==> config.mk <==
export PLATFORM = sky130hd
export DESIGN_NAME = lfsr_rng_ctrl
export DESIGN_NICKNAME = d
export VERILOG_FILES = /design/src/rtl/lfsr_rng_ctrl.sv
export SDC_FILE = /design/constraint.sdc
export NUM_CORES = 1
export LEC_CHECK = 0
export CAP_MARGIN = 5
export CORE_MARGIN = 4
export CORE_UTILIZATION = 50
export DETAILED_ROUTE_END_ITERATION = 8
export PLACE_DENSITY = 0.88
export SLEW_MARGIN = 5
export SYNTH_ARGS = -nofsm -noshare
export SYNTH_HDL_FRONTEND = slang
export SYNTH_SLANG_ARGS = --single-unit
==> constraint.sdc <==
create_clock -name clk -period 1.7 [get_ports clk]
set_input_delay 0.34 -clock clk [delete_from_list [all_inputs] [get_ports clk]]
set_output_delay 0.34 -clock clk [all_outputs]
set_load 0.005 [all_outputs]
==> src/rtl/lfsr_rng_ctrl.sv <==
// Two-requester arbiter around a Fibonacci LFSR.
// Each grant returns the LFSR word after STEPS shifts.
module lfsr_rng_ctrl #(
    parameter int unsigned      WIDTH = 3,
    parameter logic [WIDTH-1:0] TAPS  = 3'b101,
    parameter logic [WIDTH-1:0] SEED  = 3'b001,
    parameter int unsigned      STEPS = 3
) (
    input  logic             clk,
    input  logic             rst_n,
    input  logic             seed_we,
    input  logic [WIDTH-1:0] seed_in,
    input  logic [1:0]       req,
    output logic [1:0]       gnt,
    output logic [WIDTH-1:0] rnd_out,
    output logic             busy,
    output logic             seed_err
);

    localparam int unsigned CW = $clog2(STEPS + 1);
    localparam logic [CW-1:0] LAST = CW'(STEPS - 1);

    localparam logic [1:0] IDLE  = 2'd0;
    localparam logic [1:0] STEP  = 2'd1;
    localparam logic [1:0] GRANT = 2'd2;

    logic [1:0]       state_q, state_d;
    logic [WIDTH-1:0] lfsr_q, lfsr_d;
    logic [WIDTH-1:0] rnd_q, rnd_d;
    logic [CW-1:0]    cnt_q, cnt_d;
    logic             sel_q, sel_d;
    logic             rr_last_q, rr_last_d;
    logic             seed_err_q, seed_err_d;

    logic             fb;
    logic [WIDTH-1:0] shifted;
    logic             win;

    // Next LFSR value and round-robin winner.
    always_comb begin
        fb      = ^(lfsr_q & TAPS);
        shifted = {lfsr_q[WIDTH-2:0], fb};
        if (req == 2'b11) win = ~rr_last_q;
        else              win = req[1];
    end

    // FSM next-state: seed loading, arbitration, stepping and grant.
    always_comb begin
        state_d    = state_q;
        lfsr_d     = lfsr_q;
        rnd_d      = rnd_q;
        cnt_d      = cnt_q;
        sel_d      = sel_q;
        rr_last_d  = rr_last_q;
        seed_err_d = 1'b0;
        case (state_q)
            IDLE: begin
                if (seed_we) begin
                    if (seed_in != '0) begin
                        lfsr_d = seed_in;
                    end else begin
                        lfsr_d     = SEED;
                        seed_err_d = 1'b1;
                    end
                end else if (|req) begin
                    sel_d   = win;
                    cnt_d   = '0;
                    state_d = STEP;
                end
            end
            STEP: begin
                seed_err_d = seed_we;
                lfsr_d     = shifted;
                cnt_d      = cnt_q + 1'b1;
                if (cnt_q == LAST) begin
                    state_d   = GRANT;
                    rnd_d     = shifted;
                    rr_last_d = sel_q;
                end
            end
            GRANT: begin
                seed_err_d = seed_we;
                state_d    = IDLE;
            end
            default: state_d = IDLE;
        endcase
    end

    // State registers with asynchronous active-low reset.
    always_ff @(posedge clk or negedge rst_n) begin
        if (!rst_n) begin
            state_q    <= IDLE;
            lfsr_q     <= SEED;
            rnd_q      <= '0;
            cnt_q      <= '0;
            sel_q      <= 1'b0;
            rr_last_q  <= 1'b1;
            seed_err_q <= 1'b0;
        end else begin
            state_q    <= state_d;
            lfsr_q     <= lfsr_d;
            rnd_q      <= rnd_d;
            cnt_q      <= cnt_d;
            sel_q      <= sel_d;
            rr_last_q  <= rr_last_d;
            seed_err_q <= seed_err_d;
        end
    end

    // Outputs decoded from registered state.
    always_comb begin
        gnt      = (state_q == GRANT) ? {sel_q, ~sel_q} : 2'b00;
        busy     = (state_q != IDLE);
        rnd_out  = rnd_q;
        seed_err = seed_err_q;
    end

endmodule

# Word-level counts from Yosys, hierarchy flattened
# Index checks and enable logic that the tools add are counted.
[classes]
n_bitwise = 3
eq_ne = 8
addsub = 1
mux = 15
n_reduce_logical = 12
[op_table]
columns = ["cell", "count"]
rows = [
  ["two-way mux 2 bit", 6],
  ["AND reduction 3 bit", 3],
  ["inequality test 2 bit (second input constant)", 4],
  ["one-hot mux 2 bit (2 select lines)", 2],
  ["== test 2 bit (second input constant)", 3],
  ["two-way mux 3 bit", 2],
  ["one-hot mux 3 bit (2 select lines)", 1],
  ["AND reduction 2 bit", 2],
  ["nonzero test 2 bit", 2],
  ["OR reduction 2 bit", 2],
  ["two-way mux 1 bit", 3],
  ["NOT 1 bit", 3],
  ["nonzero test 3 bit", 1],
  ["parity 3 bit", 1],
  ["adder 2 x 1 -> 2 bit (second input constant)", 1],
  ["== test 2 x 1 -> 1 bit (second input constant)", 1],
  ["zero test 2 bit", 1],
  ["one-hot mux 1 bit (2 select lines)", 1],
]
[totals]
output_inout_bits = 7
register_bits = 13

# Depth between registers and ports, before layout
[depth]
word_depth = 4
depth_mapped = 6
mapped_depth_nobuf = 5

# Worst setup path before layout
# OpenSTA, ideal clock, no wires.
[synth_timing]
path_kind = "flip-flop to flip-flop"
from = "register state_q[1]"
to = "register rnd_q[1], in the netlist rnd_out[1]"
arrival_time_ps = 1209
synth_period_minus_slack_ps = 1334
required_time_ps = 1575
setup_slack_ps = 366
setup_ps = 125
stages_incl_launch_ff = 6
cell_sequence = "dfrtp_1 -> inv_1 -> ha_1 -> buf_6 -> nand2_4 -> mux2_4"
[synth_via]
elab_chain_len = 2
[synth_rtl]
columns = ["element", "line", "text"]
rows = [
  ["start, declared", "27", "logic [1:0] state_q, state_d;"],
  ["start signal, assigned", "100", "state_q <= state_d;"],
  ["== test 2 x 1 -> 1 bit", "56", "case (state_q)"],
  ["AND reduction 2 bit (no source line)", "--", ""],
  ["end signal, assigned", "102", "rnd_q <= rnd_d;"],
  ["end, declared", "29", "logic [WIDTH-1:0] rnd_q, rnd_d;"],
]
# Every way passes these cells.
# A chain may end at the register's enable or synchronous reset.

# Worst setup path after layout
[layout_timing]
from = "register state_q[1]"
to = "output port gnt[1]"
[layout_via]
elab_chain_len = 2
[layout_rtl]
columns = ["element", "line", "text"]
rows = [
  ["== test 2 bit", "112", "gnt = (state_q == GRANT) ? {sel_q, ~sel_q} : 2'b00;"],
  ["two-way mux 2 bit", "112", ""],
  ["end, declared", "14", "output logic [1:0] gnt,"],
]
# Every way passes these cells.

==> impl_results.md <==
- Outcome: complete, no violations
- Die X: 48.4 um
- Top FF cell, synth: dfrtp_1
- Clk buf depth: 2
- Register area share after synthesis: 0.402
- Gr ovfl total: 0
- FMAX: 618 MHz
- Synthesized area per cell: 10.2 um^2
- DRT Pass-1 Iters: 4
- Setup ws final: 82.2 ps
- GRT Util Overall: 0.149
- Async set-reset flop share out of synthesis: 1.00
- Slew headroom: 0.761
- Max Cap Viol: 0
- CTS clock-pin slew for the worst setup and hold paths: 80 ps
- Ant. Diodes: 0
- Critical path's slowest cell: dfrtp_1
- Final setup fails: 0
- Tcrit/Tclk final: 0.952
- Syn. warnings: 0
- Max stage delay on crit path: 420 ps
- Sink Count: 13
- Sum Neg Setup Slack: 0 ps
- Vias per inst: 5.63
- 1st-iter DRT viols: 14
- Netlist cell types: 34
- Fin nets: 115
- Final design utilization: 0.672
- Clk_lat worst skew: 280 ps
- Setup crit start kind: flip-flop
- CTS Root Cell: clkbuf_4
- Die area: 2340 um^2
- Initial antenna violation count: 0
- Pwr Total: 1.70 mW
- Min cycle time layout: 1620 ps
- Number of global-route vias before repair: 586
- Final Wtd Congestion: 0.769
- First-pass GRT wire length: 2.84 mm
- Number of synthesized flops with an enable pin: 0
- Syn Nets: 93
- Residual DRC: 0
- Fin cells: 117
- CP arrival: 1280 ps
- Seq cells post-synth: 13
- Rows: 14
- Power per Cell Area: 1670 nW/um^2
- Placed cells: 112
- Slew Viols, Final: 0
- Pleak: 0.473 nW
- Final Hold Viols: 0
- Maximum vdd ir drop: 0.00104 V
- Io pins: 15
- Hold Path Class: in2async
- H-tree Lvls: 1
- Worst-margin pin slew: 358 ps
- Core Region: 1520 um^2
- Syn Inst Count: 80
- IO Port Bufs: 14
- Final WL: 1.64 mm
- CTS tree: yes
- Critical path class: reg2out
- Initial Utilization: 0.534
- CTS buffer count: 3
- Area Overhead vs Synth: 25.7%
- Via Count: 659
- R2R depth: 5
- RSZ-0062 raised after global routing: no
- Post-Syn Area: 815 um^2
- Setup crit end kind: primary output
- Clock skew: 1.40 ps
- Layout cell share with drive strength beyond 1: 0.228
- Routed Antenna Nets: 0
- Wire per inst: 14.0 um
- Crit path max fanout: 3
- HPWL after DPL: 1.27 mm
- Crit-path cells: ha_2, and2_1, dlygate4sd2_1
- Chip height: 48.4 um
- Worst Path Required: 1360 ps
- Largest net degree at the start of global routing: 12
- DP Worst Slack: 55.1 ps
-- cell type report --
cell class	count	area (um^2)
Clock buffer	4	26.3
Multi-Input combinational cell	57	438
Sequential cell	13	328
Fill cell	119	500
Tap cell	16	20.0
Timing Repair Buffer	21	189
Inverter	6	22.5
-- layout by cell type, fill, tap and decap left out, types with 2 or more instances in the layout --
cell	count
dfstp_2	2
dfrtp_1	11
nand3_1	2
nand2_1	6
clkbuf_4	3
inv_2	3
mux2_4	3
nor2b_1	6
inv_1	3
clkdlybuf4s50_1	11
ha_1	4
o21ai_1	3
a21oi_1	6
nand2b_1	2
o22ai_1	5
dlygate4sd2_1	3
o311ai_1	2
buf_4	7
-- critical path: cells and delay by family, from the launching register on --
kind,cells,cell delay (ps)
DFF,1,420
buffers and inverters,1,250
adders and majority gates,1,180
and+or+nand+nor,1,140
-- power breakdown --
group,switching [mW],internal [mW]
logic,0.405,0.509
registers,0.125,0.471
clock network,0.104,0.0912
-- metrics by stage --
step	hold slack, ps	area [um^2]
2_1_floorplan	44.4	815
3_3_place_gp	466	991
3_5_place_dp	475	991
4_1_cts	318	1020
5_1_grt	318	1020
6_report	318	1020
-- kinds of logic after synthesis --
family,Yosys count,synth area share
AOI/OAI and AO/OA,23,0.197
and+or+nand+nor,23,0.167
DFF,13,0.402
buffers and inverters,10,0.0630
muxes,5,0.0829
adders and majority gates,5,0.0768
xor gates and xnor gates,1,0.0108
-- synth_stat cells, types with 2 or more instances --
cell type | instances | area share
a21oi_1 | 6 | 0.037
nand3_1 | 2 | 0.012
nand2b_1 | 2 | 0.015
inv_1 | 5 | 0.023
o22ai_1 | 5 | 0.038
o311ai_1 | 2 | 0.022
nand2_1 | 6 | 0.028
nor2b_1 | 6 | 0.046
o21ai_1 | 3 | 0.018
mux2_4 | 3 | 0.055
buf_2 | 2 | 0.012
dfstp_2 | 2 | 0.065
dfrtp_1 | 11 | 0.34
ha_1 | 5 | 0.077
-- layer usage --
metal	track usage	wire length, um	vias to the layer above
li1	-	-	325
met1	0.208	761	310
met2	0.222	745	21
met3	0.0552	116	3
met4	0.0276	12	0
met5	0	0	-
-- flip-flops by register name, summed over array words and instances, names as in the netlist --
name and cells:
rr_last_q 1, state_q 2, lfsr_q 3, cnt_q 2, rnd_out 3, seed_err 1, sel_q 1
-- repair_timing --
item | in CTS | in global routing
pin swaps | 0 | 0
resized for setup | 5 | 1
buffers inserted | 1 | 0
hold buffers | 0 | 0
setup endpoints to repair | 3 | 2
-- final timing paths --
| check | start | endpoint | slack (ps) |
|---|---|---|---|
| min in group clk | rnd_out[0] | rnd_out[0] | 490 |
| max reg2reg | state_q[0] | rnd_out[1] | 120 |
| max | state_q[1] | gnt[1] | 80 |
| max in group asynchronous | rst_n | rr_last_q | 880 |
| min reg2reg | rnd_out[0] | rnd_out[0] | 490 |
| min | rst_n | rnd_out[2] | 320 |
Note: power is estimated with default switching activity, not from simulation.
